--- config.mk ---
export PLATFORM = sky130hd
export DESIGN_NAME = pio_stream_loader
export DESIGN_NICKNAME = d
export VERILOG_FILES = /design/src/rtl/pio_stream_loader.sv
export SDC_FILE = /design/constraint.sdc
export NUM_CORES = 1
export LEC_CHECK = 0
export CORE_MARGIN = 5
export CORE_UTILIZATION = 41
export DETAILED_ROUTE_END_ITERATION = 10
export PLACE_DENSITY_LB_ADDON = 0.15
export SETUP_SLACK_MARGIN = 0.15
export SLEW_MARGIN = 10
export SYNTH_ARGS = -nofsm -noshare
export SYNTH_HDL_FRONTEND = slang
export SYNTH_SLANG_ARGS = --single-unit
--- constraint.sdc ---
create_clock -name clk -period 2.5 [get_ports clk]
set_clock_uncertainty 0.2 [all_clocks]
set_input_delay 0.625 -clock clk [delete_from_list [all_inputs] [get_ports clk]]
set_output_delay 0.625 -clock clk [all_outputs]
set_load 0.05 [all_outputs]
--- src/rtl/pio_stream_loader.sv ---
// Boots one pio instance from program/config ROMs, then streams sample ROM words round-robin
// into NUM_CH TX FIFOs. Define PIO_STREAM_LOOP_EN to wrap the sample ROM instead of stopping.
module pio_stream_loader #(
    parameter int unsigned PROG_LEN   = 32,
    parameter int unsigned CONF_LEN   = 5,
    parameter int unsigned SMP_AW     = 15,
    parameter int unsigned NUM_CH     = 1,
    parameter int unsigned PACE       = 8,
    parameter int unsigned SWAP_BYTES = 1
) (
    input  logic              clk,
    input  logic              n_reset,
    input  logic              run,
    input  logic [3:0]        tx_full,
    output logic [4:0]        prog_addr,
    input  logic [15:0]       prog_data,
    output logic [4:0]        conf_addr,
    input  logic [35:0]       conf_data,
    output logic [SMP_AW-1:0] smp_addr,
    input  logic [31:0]       smp_data,
    output logic [3:0]        action,
    output logic [31:0]       din,
    output logic [4:0]        index,
    output logic [1:0]        mindex,
    output logic              loaded,
    output logic              done
);

    localparam int unsigned PcW = $clog2(PACE) + 1;
    localparam logic [4:0] ProgLast = 5'(PROG_LEN - 1);
    localparam logic [4:0] ConfLast = (CONF_LEN == 0) ? 5'd0 : 5'(CONF_LEN - 1);
    localparam logic [1:0] ChLast = 2'(NUM_CH - 1);
    localparam logic [PcW-1:0] PcLoad = PcW'(PACE - 1);
`ifndef PIO_STREAM_LOOP_EN
    localparam logic [SMP_AW-1:0] SmpLast = {SMP_AW{1'b1}};
`endif

    typedef enum logic [1:0] {StProg, StConf, StRun, StDone} state_e;

    state_e            state_q, state_d;
    logic [4:0]        prog_addr_q, prog_addr_d;
    logic [4:0]        conf_addr_q, conf_addr_d;
    logic [SMP_AW-1:0] smp_addr_q, smp_addr_d;
    logic              iss_done_q, iss_done_d;
    logic              rd_vld_q, rd_vld_d;
    logic [4:0]        rd_addr_q, rd_addr_d;
    logic [3:0]        action_q, action_d;
    logic [31:0]       din_q, din_d;
    logic [4:0]        index_q, index_d;
    logic [1:0]        mindex_q, mindex_d;
    logic              loaded_q, loaded_d;
    logic              done_q, done_d;
    logic [1:0]        ch_q, ch_d;
    logic [PcW-1:0]    pc_q, pc_d;
    logic              smp_ok_q, smp_ok_d;

    function automatic logic [31:0] swap_bytes(input logic [31:0] s);
        if (SWAP_BYTES != 0) return {s[23:16], s[31:24], s[7:0], s[15:8]};
        return s;
    endfunction

    always_comb begin
        state_d     = state_q;
        prog_addr_d = prog_addr_q;
        conf_addr_d = conf_addr_q;
        smp_addr_d  = smp_addr_q;
        iss_done_d  = iss_done_q;
        rd_vld_d    = 1'b0;
        rd_addr_d   = rd_addr_q;
        action_d    = 4'd0;
        din_d       = din_q;
        index_d     = index_q;
        mindex_d    = mindex_q;
        loaded_d    = loaded_q;
        done_d      = done_q;
        ch_d        = ch_q;
        pc_d        = (pc_q != '0) ? pc_q - PcW'(1) : pc_q;
        smp_ok_d    = 1'b1;

        unique case (state_q)
            StProg: begin
                // Address issue runs one stage ahead of the ROM read-data stage.
                if (!iss_done_q) begin
                    rd_vld_d  = 1'b1;
                    rd_addr_d = prog_addr_q;
                    if (prog_addr_q == ProgLast) iss_done_d = 1'b1;
                    else prog_addr_d = prog_addr_q + 5'd1;
                end
                if (rd_vld_q) begin
                    action_d = 4'd1;
                    din_d    = {16'h0000, prog_data};
                    index_d  = rd_addr_q;
                    mindex_d = 2'd0;
                end
                if (iss_done_q && !rd_vld_q) begin
                    state_d    = StConf;
                    iss_done_d = (CONF_LEN == 0);
                end
            end
            StConf: begin
                if (!iss_done_q) begin
                    rd_vld_d  = 1'b1;
                    rd_addr_d = conf_addr_q;
                    if (conf_addr_q == ConfLast) iss_done_d = 1'b1;
                    else conf_addr_d = conf_addr_q + 5'd1;
                end
                if (rd_vld_q) begin
                    action_d = conf_data[35:32];
                    din_d    = conf_data[31:0];
                    index_d  = rd_addr_q;
                    mindex_d = 2'd0;
                end
                if (iss_done_q && !rd_vld_q) begin
                    state_d  = StRun;
                    loaded_d = 1'b1;
                end
            end
            StRun: begin
                // smp_ok guards against pushing stale ROM data right after an address step.
                if (run && smp_ok_q && (pc_q == '0) && !tx_full[ch_q]) begin
                    action_d = 4'd4;
                    mindex_d = ch_q;
                    din_d    = swap_bytes(smp_data);
                    smp_ok_d = 1'b0;
                    pc_d     = PcLoad;
                    ch_d     = (ch_q == ChLast) ? 2'd0 : ch_q + 2'd1;
`ifdef PIO_STREAM_LOOP_EN
                    smp_addr_d = smp_addr_q + SMP_AW'(1);
`else
                    if (smp_addr_q == SmpLast) begin
                        state_d = StDone;
                        done_d  = 1'b1;
                    end else begin
                        smp_addr_d = smp_addr_q + SMP_AW'(1);
                    end
`endif
                end
            end
            StDone: begin
            end
            default: state_d = StProg;
        endcase
    end

    always_ff @(posedge clk or negedge n_reset) begin
        if (!n_reset) begin
            state_q     <= StProg;
            prog_addr_q <= '0;
            conf_addr_q <= '0;
            smp_addr_q  <= '0;
            iss_done_q  <= 1'b0;
            rd_vld_q    <= 1'b0;
            rd_addr_q   <= '0;
            action_q    <= '0;
            din_q       <= '0;
            index_q     <= '0;
            mindex_q    <= '0;
            loaded_q    <= 1'b0;
            done_q      <= 1'b0;
            ch_q        <= '0;
            pc_q        <= '0;
            smp_ok_q    <= 1'b0;
        end else begin
            state_q     <= state_d;
            prog_addr_q <= prog_addr_d;
            conf_addr_q <= conf_addr_d;
            smp_addr_q  <= smp_addr_d;
            iss_done_q  <= iss_done_d;
            rd_vld_q    <= rd_vld_d;
            rd_addr_q   <= rd_addr_d;
            action_q    <= action_d;
            din_q       <= din_d;
            index_q     <= index_d;
            mindex_q    <= mindex_d;
            loaded_q    <= loaded_d;
            done_q      <= done_d;
            ch_q        <= ch_d;
            pc_q        <= pc_d;
            smp_ok_q    <= smp_ok_d;
        end
    end

    assign prog_addr = prog_addr_q;
    assign conf_addr = conf_addr_q;
    assign smp_addr  = smp_addr_q;
    assign action    = action_q;
    assign din       = din_q;
    assign index     = index_q;
    assign mindex    = mindex_q;
    assign loaded    = loaded_q;
    assign done      = done_q;

endmodule
==> impl_metrics.py <==
metrics = {
    "placed_design": {
        "pre_cts_ws_ns": -0.559,
        "dp_hpwl_um": 8580,
        "globalplace.congestion": 0.779,
        "place_inst": 698,
        "io_buffers": 160,
    },
    "timing": {
        "setup_ws_ns": -0.0865,
        "finalSetupViolations": 32,
        "min_period_over_period_pct": 103,
        "worst_pin_slew_ns": 0.556,
        "hold_violations": 0,
        "drv_slew": 0,
        "finalSetupTns_ns": -2.41,
        "fmax_mhz": 387,
        "relSlewSlack_pct": 62.0,
        "min_period_ns": 2.59,
        "rsz0062_at_grt": "yes",
    },
    "flow_run": {
        "drv_cap": 0,
    },
    "die": {
        "die_w_um": 114,
        "rows": 38,
        "core_area_sq_um": 10700,
        "io_pins": 161,
        "start_util_pct": 41.5,
        "die_height_um": 114,
        "dieArea_sq_um": 13100,
    },
    "critical_path": {
        "path_class": "reg2reg",
        "critical_path.cell_chain": "inv_2, ha_4, or3b_4, or3_4, a211o_4, buf_4, buf_16, mux2_4",
        "path_buf_inv": 3,
        "critPathTopFamily": "simple AND/OR/NAND/NOR gates",
        "required_ns": 2.53,
        "start_kind": "register",
        "critPathArrivalTime_ns": 2.62,
        "critPathMaxFanout": 6,
        "critPathMaxStageDelay_ns": 0.40,
        "cp-end-kind": "register",
        "cpMaxStageDelayCell": "dfrtp_1",
    },
    "synth": {
        "synth_nets": 501,
        "seq_area_frac_synth_pct": 48.2,
        "synth_edf_count": 0,
        "synth.area.mux_share_pct": 14.5,
        "synthFlopType": "dfrtp_1",
        "syn_avg_cell_area_sq_um": 11.2,
        "ys.warnings.count": 0,
        "yosys.area_share.simple_pct": 14.5,
        "synth_fa_ha_area_share_pct": 3.36,
        "synthTopCellsByArea": "dfrtp_1 (48%), mux2_4 (10%), a22oi_1 (5.4%), ha_1 (3.4%), xnor2_1 (2.9%)",
        "ys_ff_latch": 86,
        "synthDistinctLibCells": 38,
        "syn_area_sq_um": 4460,
        "synth_xor_area_share_pct": 4.32,
        "syn_inst": 398,
        "yosys.area.top_type_share_pct": 48.2,
        "synth_compound_area_share_pct": 11.0,
        "synth_top_family_by_area": "simple AND/OR/NAND/NOR gates",
        "yosys.area.top_type": "dfrtp_1",
        "async_reset_ff_share_pct": 100,
    },
    "cells_and_area": {
        "insertedDiodeCount": 0,
        "final_cell_mix": "clkdlybuf4s50_1 (87), dfrtp_1 (86), dlygate4sd2_1 (66)",
        "drive_gt1_share_pct": 17.6,
        "fillers": 912,
        "nNetsFinal": 681,
        "synthToLayoutAreaGrowth_pct": 48.9,
        "seqCellArea_sq_um": 2150,
        "final_cells": 721,
        "final_common_cell": "clkdlybuf4s50_1",
        "multi_input_area_sq_um": 2180,
    },
    "global_routing": {
        "grt.total_usage_pct": 17.7,
        "grt_pass1_vias": 3855,
        "overflow": 0,
        "grt_max_degree": 51,
        "antenna_found_initial": 0,
        "grt_first_pass_wirelength_um": 18600,
    },
    "run_status": {
        "violations": "setup timing",
        "outcome": "finished, violations left",
    },
    "clock_network": {
        "cts-buffers-inserted": 9,
        "clk_pin_slew_worst_paths_ns": 0.08,
        "hold_buffers": 0,
        "cts_buffer_depth": 2,
        "htreeDepth": 3,
        "clockRootBuffer": "clkbuf_8",
        "clock_latency_ns": 0.35,
        "cts.sinks": 86,
        "cts_tree": "built",
    },
    "power": {
        "power.leakage_nw": 3.28,
        "total_power_w": 0.00259,
        "ir_drop_mv": 0.248,
        "p_sw_share_pct": 22.7,
        "internal-power_w": 0.00200,
        "clkPwrFrac_pct": 34.5,
        "power.switching_w": 0.000586,
        "powerDensity_nw_per_um2": 389,
        "pwr-share-comb_pct": 11.0,
        "p_seq_share_pct": 54.5,
    },
    "drt": {
        "vias": 3689,
        "vias_per_cell": 5.12,
        "firstDrtPassIters": 4,
        "ant_nets": 0,
        "drc_errors": 0,
        "wl_per_cell_um": 16.3,
        "wl_um": 11800,
        "drtIter0Drc": 143,
    },
    "worst_hold_path": {
        "hold_path_class": "in2async",
    },
}
[power groups by stage]
stage	Clock [W]	Combinational [W]	Sequential (W)
6_report	0.000891	0.000285	0.00141
5_1_grt	0.000977	0.000306	0.00141
4_1_cts	0.000925	0.000290	0.00141
3_5_place_dp	0	0.000298	0.00144
3_3_place_gp	0	0.000295	0.00144
2_1_floorplan	0	0.0000373	0.00148
[synth_stat cells, types with 4 or more instances]
cell type / n
inv_1: 11
dfrtp_1: 86
a22oi_1: 32
and2_1: 4
and3_1: 5
nor2b_1: 18
nor3_1: 7
xnor2_1: 15
mux2_4: 30
nand2_1: 20
nand4_1: 15
mux2_2: 10
clkbuf_1: 20
mux2i_1: 6
xor2_1: 7
a21o_1: 5
nand3_1: 12
a21oi_1: 21
nor2_1: 26
o21ai_0: 9
nor3b_1: 4
ha_1: 12
[logic make-up after synthesis]
family,Yosys count
compound gates,73
xor+xnor,22
fa+ha+maj,12
buf+inv,35
flops,86
mux,47
simple gates,123
[state kept, by name, summed over array words and instances (netlist names), 2 cells and up]
| signal | flops |
|---|---|
| rd_addr_q | 5 |
| prog_addr | 5 |
| din | 32 |
| pc_q | 4 |
| conf_addr | 5 |
| ch_q | 2 |
| action | 4 |
| state_q | 2 |
| index | 5 |
| smp_addr | 15 |
| mindex | 2 |
[final cells by class]
class,count,area share [%]
clock buffer,13,2.54
clock inverter,1,0.0753
inverter,11,0.621
multi-input combinational,277,32.8
sequential,86,32.4
tap,140,2.64
timing repair buffer,193,29.0
[path summary, 6_finish.rpt]
check / slack, ns / endpoint / depth (start not counted) / startpoint
min: 0.06 / din[26] / 1 / n_reset
max in group asynchronous: 1.49 / action[3] / 2 / n_reset
min in group clk: 0.26 / loaded / 1 / loaded
min reg2reg: 0.26 / loaded / 1 / loaded
max: -0.09 / din[25] / 8 / pc_q[0]
max reg2reg: -0.09 / din[25] / 8 / pc_q[0]
[layer usage]
layer  GRT usage [%]  wire (um)  vias to the layer above
met2            29.7       5540                      116
met1            21.8       5120                     1769
li1                -          -                     1789
met3            4.65        879                       15
met4            6.81        208                        0
met5               0          0                        -
[what timing repair did]
action	4_1_cts	5_1_grt
gates cloned	4	0
setup buffers	2	3
resized for setup	83	7
setup endpoints to repair	109	39
pin swaps	3	1
[through the flow]
stage / instance area [sq um] / utilization [%] / hold slack (ns)
after CTS: 6600 / 61.4 / 0.0660
after detailed placement: 6350 / 59.1 / 0.244
after global placement: 6350 / 59.1 / 0.245
after global routing: 6650 / 61.8 / 0.0886
final: 6650 / 61.8 / 0.0604
after floorplan: 4470 / - / 0.129
Power figures use the tool's default switching activity.
==> edit 1 (same flow settings) <==
Add a define of `PIO_STREAM_LOOP_EN`.
--- a/src/rtl/pio_stream_loader.sv
+++ b/src/rtl/pio_stream_loader.sv
@@ -1,5 +1,7 @@
 // Boots one pio instance from program/config ROMs, then streams sample ROM words round-robin
 // into NUM_CH TX FIFOs. Define PIO_STREAM_LOOP_EN to wrap the sample ROM instead of stopping.
+`define PIO_STREAM_LOOP_EN
+
 module pio_stream_loader #(
     parameter int unsigned PROG_LEN   = 32,
     parameter int unsigned CONF_LEN   = 5,
Behaviour: same outputs for any inputs over 10 cycles, from zero or initial values and one cycle with n_reset low; that may be too few to reach the edited logic, so the function may still have changed.
==> edit 1 against the original RTL <==
Maximum frequency increased by 4.7%; highest routed layer unchanged; worst hold slack improved by 0.20 ns; sequential cell count decreased by 1; cell area decreased by 2.1%; worst setup slack improved by 0.12 ns; critical path type unchanged; routed wire length decreased by 3.2%; area after synthesis decreased by 7.4%.
Power is not compared: it rests on default switching activity, and its combinational part moved more than twofold at a synthesized area within 25%.
==> edit 1: results (changes against the original RTL) <==
| Item | This run | Unit | Change |
|---|---|---|---|
| Outcome | finished, final reports clean | - | was finished, violations left |
| Count of cells along the worst register-to-register path | 9 | - | was 8 |
| Met3 WL post-DR | 402 | µm | was 879 µm |
| Detailed router's first-iteration violation count | 156 | - | was 143 |
| Largest cells by area after synthesis | dfrtp_1 51%, mux2_2 10%, a22oi_1 5.8%, ha_1 3.3%, nor2b_1 2.6% | - | was dfrtp_1 48%, mux2_4 10%, a22oi_1 5.4%, ha_1 3.4%, xnor2_1 2.9% |
| Detail Placement HPWL | 8130 | µm | was 8580 µm |
| Post-synthesis net count | 478 | - | was 501 |
| Setup slack on the worst flop-to-flop path | 0.03 | ns | was -0.09 ns |
| Detailed route wirelength on metal2 | 6060 | µm | was 5540 µm |
| DRT Pass-1 Iters | 6 | - | was 4 |
| Filler Cells Inserted | 842 | - | was 912 |
| Synth top cells by count | 85 x dfrtp_1, 37 x mux2_2, 32 x a22oi_1 | - | was 86 x dfrtp_1, 32 x a22oi_1, 30 x mux2_4 |
| GR Layer Usage met3 | 4.10 | % | was 4.65% |
| Sum of routed wire segments on met1 | 4720 | µm | was 5120 µm |
| Part of the Yosys area used for sequential elements | 51.4 | % | was 48.2% |
| Overall fraction of global-route tracks in use | 18.8 | % | was 17.7% |
| Final layout net count | 653 | - | was 681 |
| Hold Path Class | flip-flop to flip-flop | - | was input pin to asynchronous set/reset pin |
| Critical Path AT | 2.51 | ns | was 2.62 ns |
| Via total after detailed routing | 3,477 | - | was 3,689 |
| Total detailed-routing wirelength | 11,400 | µm | was 11,800 µm |
| Via count of the first global-routing pass | 3,693 | - | was 3,855 |
| Final Hold Slack | 0.264 | ns | was 0.0604 ns |
| Ratio of cells with drive above 1 in the final layout | 19.2 | % | was 17.6% |
| Buffers added on ports | 159 | - | was 160 |
| Placement-stage worst setup slack | -0.415 | ns | was -0.559 ns |
| Maximum number of pins on one net before global-route repair | 49 | - | was 51 |
| Headroom to the max-slew limit | 52.0 | % | was 62.0% |
| Wire length of the first global-routing pass | 18,800 | µm | was 18,600 µm |
==> edit 1: where the power goes <==
group	internal, W	switching [W]	total (W)	leakage [nW]
combinational	0.000692	0.00102	0.00171	2.02
clock	0.000398	0.000562	0.000960	0.102
sequential	0.00159	0.000118	0.00171	1.03
==> edit 1: layout make-up <==
| type | instances | area [µm²] | area share [%] |
|---|---|---|---|
| flip-flops and latches | 85 | 2130 | 32.7 |
| multi-input cells | 254 | 2060 | 31.6 |
| repair buffers | 188 | 1910 | 29.3 |
| well taps | 133 | 166 | 2.56 |
| clock buffers | 9 | 124 | 1.90 |
| clock inverters | 7 | 73.8 | 1.14 |
| inverters | 13 | 48.8 | 0.750 |
==> edit 1: critical path: cells and delay by family (launching register included) <==
| kind | cells | cell delay, ns |
|---|---|---|
| fa+ha+maj | 1 | 0.16 |
| buf+inv | 4 | 0.60 |
| mux | 1 | 0.27 |
| flops | 1 | 0.40 |
| simple gates | 2 | 0.52 |
| compound gates | 1 | 0.19 |
==> edit 1: kinds of logic (layout without fill, tap and decap cells) <==
| logic type | count (synthesis) | count (layout) | synth area share (%) |
|---|---|---|---|
| adders and majority gates | 11 | 11 | 3.33 |
| muxes | 47 | 47 | 12.9 |
| DFF | 85 | 85 | 51.4 |
| xor gates and xnor gates | 22 | 22 | 4.66 |
| and+or+nand+nor | 107 | 107 | 13.5 |
| buffers and inverters | 37 | 217 | 3.72 |
| other | 1 | 1 | 0.0907 |
| AOI/OAI and AO/OA | 66 | 66 | 10.3 |
==> edit 1: stage by stage <==
step	cells	util [%]	instance area [µm²]	power, W	setup TNS, ns
final	689	66.2	6500	0.00438	0
after global routing	689	66.2	6500	0.00459	-0.825
after CTS	686	65.3	6410	0.00438	0
after detailed placement	655	61.7	6060	0.00340	-15.42
after global placement	655	61.7	6060	0.00337	-14.09
after floorplan	376	-	4300	0.00275	0
==> edit 1: worst max-delay path by stage <==
stage / startpoint / endpoint / depth (start not counted) / slack [ns]
after global routing: pc_q[1]$_DFF_PN0_ / smp_addr[13]$_DFFE_PN0P_ / 8 / -0.07
final: pc_q[0]$_DFF_PN0_ / din[29]$_DFFE_PN0P_ / 9 / 0.03
after detailed placement: tx_full[3] / smp_addr[11]$_DFFE_PN0P_ / 6 / -0.42
after global placement: tx_full[3] / ch_q[0]$_DFFE_PN0P_ / 5 / -0.36
after floorplan: tx_full[3] / ch_q[0]$_DFFE_PN0P_ / 4 / 0.07
after CTS: pc_q[1]$_DFF_PN0_ / smp_addr[3]$_DFFE_PN0P_ / 8 / 0.03
==> edit 1: repair_timing <==
item	in CTS	in global routing
pin swaps	11	8
buffers inserted	10	2
hold buffers	1	0
hold endpoints to repair	28	0
gates cloned	4	1
gates resized for setup	81	19
endpoints found under the setup margin	108	57
==> edit 2 (config.mk and constraints unchanged) <==
Made on the original files. Re-encode `state_e` (4 states) as Gray code, 2 bits wide.
--- a/src/rtl/pio_stream_loader.sv
+++ b/src/rtl/pio_stream_loader.sv
@@ -35,7 +35,7 @@
     localparam logic [SMP_AW-1:0] SmpLast = {SMP_AW{1'b1}};
 `endif
 
-    typedef enum logic [1:0] {StProg, StConf, StRun, StDone} state_e;
+    typedef enum logic [1:0] {StProg = 2'b00, StConf = 2'b01, StRun = 2'b11, StDone = 2'b10} state_e;
 
     state_e            state_q, state_d;
     logic [4:0]        prog_addr_q, prog_addr_d;
Function: same outputs for any inputs over 10 cycles, from zero or initial values and one cycle with n_reset low; not proved beyond that.
==> edit 2 against the original RTL <==
Area after synthesis down 7.6%; die area down 6.9%; routed wire length down 6.1%; sequential share of layout area up 2.5 points; worst setup slack better by 0.31 ns; sequential cell count unchanged; cell area down 6.9%.
Power is not compared: it rests on default switching activity, and its combinational part moved more than twofold at a synthesized area within 25%.
==> edit 2: results (changes against the original RTL) <==
| Item | This run | Unit | Change |
|---|---|---|---|
| Maximum clock path buffer count | 2 | - | unchanged |
| Async S/R FF share, synth | 100 | % | unchanged |
| Source of the critical timing path | tx_full[3] | - | was pc_q[0]$_DFF_PN0_ |
| Synthesized-area fraction occupied by xor and xnor cells | 4.24 | % | was 4.32% |
| Met1 GRT Util | 23.9 | % | was 21.8% |
| Count of different cell masters after synthesis | 45 | - | was 38 |
| Synthesized-area fraction occupied by adder cells | 2.12 | % | was 3.36% |
| Maximum fanout count along the critical path | 7 | - | was 6 |
| Post-synthesis net count | 497 | - | was 501 |
| Via total after detailed routing | 3,496 | - | was 3,689 |
| Largest cells by area after synthesis | dfrtp_1 52%, mux2i_1 8.2%, nand2_1 7.7%, o21ai_0 4.7%, xor2_1 2.5% | - | was dfrtp_1 48%, mux2_4 10%, a22oi_1 5.4%, ha_1 3.4%, xnor2_1 2.9% |
| Critical Path AT | 2.35 | ns | was 2.62 ns |
| RePlAce Congestion | 0.786 | - | was 0.779 |
| Max FFs per register | 32 | - | unchanged |
| Synth top cells by count | 86 x dfrtp_1, 85 x nand2_1, 39 x o21ai_0 | - | was 86 x dfrtp_1, 32 x a22oi_1, 30 x mux2_4 |
| Slew at the pin closest to its max-slew limit | 0.661 | ns | was 0.556 ns |
| Outcome | finished, final reports clean | - | was finished, violations left |
| Placement-stage worst setup slack | -0.383 | ns | was -0.559 ns |
| Mux share of post-synthesis cell area | 10.7 | % | was 14.5% |
| Final layout net count | 666 | - | was 681 |
| Slowest stage cell, crit path | mux4_2 | - | was dfrtp_1 |
| Detail Placement HPWL | 8280 | µm | was 8580 µm |
| Detailed router's first-iteration violation count | 92 | - | was 143 |
| Met2 Track Usage GR | 29.6 | % | was 29.7% |
| Post-synth top flop | dfrtp_1 | - | unchanged |
| Standard cell area after detailed placement | 5970 | µm² | was 6350 µm² |
| Filler Cells Inserted | 874 | - | was 912 |
| Post-synth top area share | 52.2 | % | was 48.2% |
| Maximum number of pins on one net before global-route repair | 52 | - | was 51 |
| GR Layer Usage met3 | 4.83 | % | was 4.65% |
| Launch point of the worst reg-to-reg path | smp_addr[1]$_DFFE_PN0P_ | - | was pc_q[0]$_DFF_PN0_ |
| Ratio of cells with drive above 1 in the final layout | 11.3 | % | was 17.6% |
| Overall fraction of global-route tracks in use | 18.2 | % | was 17.7% |
| Max stage delay on crit path | 0.54 | ns | was 0.40 ns |
| Wire per inst | 15.6 | µm | was 16.3 µm |
| Compound-cell area share of the yosys netlist | 10.1 | % | was 11.0% |
[edit 2: worst max-delay path: cells and delay by family]
family | cells | cell delay (ns)
buffers and inverters | 3 | 0.49
multiplexers | 1 | 0.54
XOR/XNOR | 1 | 0.17
AND/OR/NAND/NOR | 2 | 0.52
[edit 2: final timing paths]
path | end | slack, ns | cells after the start
max | smp_addr[13]$_DFFE_PN0P_ | 0.22 | 7
max reg2reg | smp_addr[12]$_DFFE_PN0P_ | 0.27 | 5
min reg2reg | done$_DFFE_PN0P_ | 0.27 | 1
min | din[19]$_DFFE_PN0P_ | 0.05 | 1
min in group clk | done$_DFFE_PN0P_ | 0.27 | 1
max in group asynchronous | smp_addr[0]$_DFFE_PN0P_ | 1.46 | 2
[edit 2: power breakdown]
group | internal [W] | switching [W]
clock | 0.000472 | 0.000525
sequential | 0.00174 | 0.000196
combinational | 0.000733 | 0.00160
total | 0.00294 | 0.00232
[edit 2: timing repair]
action,in CTS,in global routing
setup buffers,0,4
setup endpoints to repair,77,16
pin swaps,2,3
resized for setup,73,10
[edit 2: stage by stage]
| stage | hold slack [ns] | cells | utilization, % |
|---|---|---|---|
| floorplan | 0.129 | 399 | - |
| global placement | 0.256 | 686 | 61.0 |
| detailed placement | 0.255 | 686 | 61.0 |
| CTS | 0.0613 | 702 | 62.6 |
| global route | 0.0868 | 706 | 63.3 |
| finish | 0.0491 | 707 | 63.3 |
[edit 2: layer usage]
layer  part of all wire, %  vias up
met4                   1.1        0
met3                   8.7       11
met5                     0        -
met1                    43     1657
li1                      -     1724
met2                    47      104
[edit 2: final cells by class]
class	instances	area, µm²	share of cell area (%)
clock buffers	9	124	2.00
well taps	133	166	2.69
diodes	1	2.50	0.0404
multi-input cells	281	1890	30.6
flip-flops and latches	86	2160	34.8
clock inverters	7	80.1	1.29
repair buffers	181	1730	28.0
inverters	9	33.8	0.546
[edit 2: kinds of logic (layout without fill, tap and decap cells)]
logic type,Yosys count,after routing
simple gates,142,142
buf+inv,32,206
mux,42,42
xor+xnor,20,20
fa+ha+maj,7,7
other cells,0,1
compound gates,70,70
flops,86,86
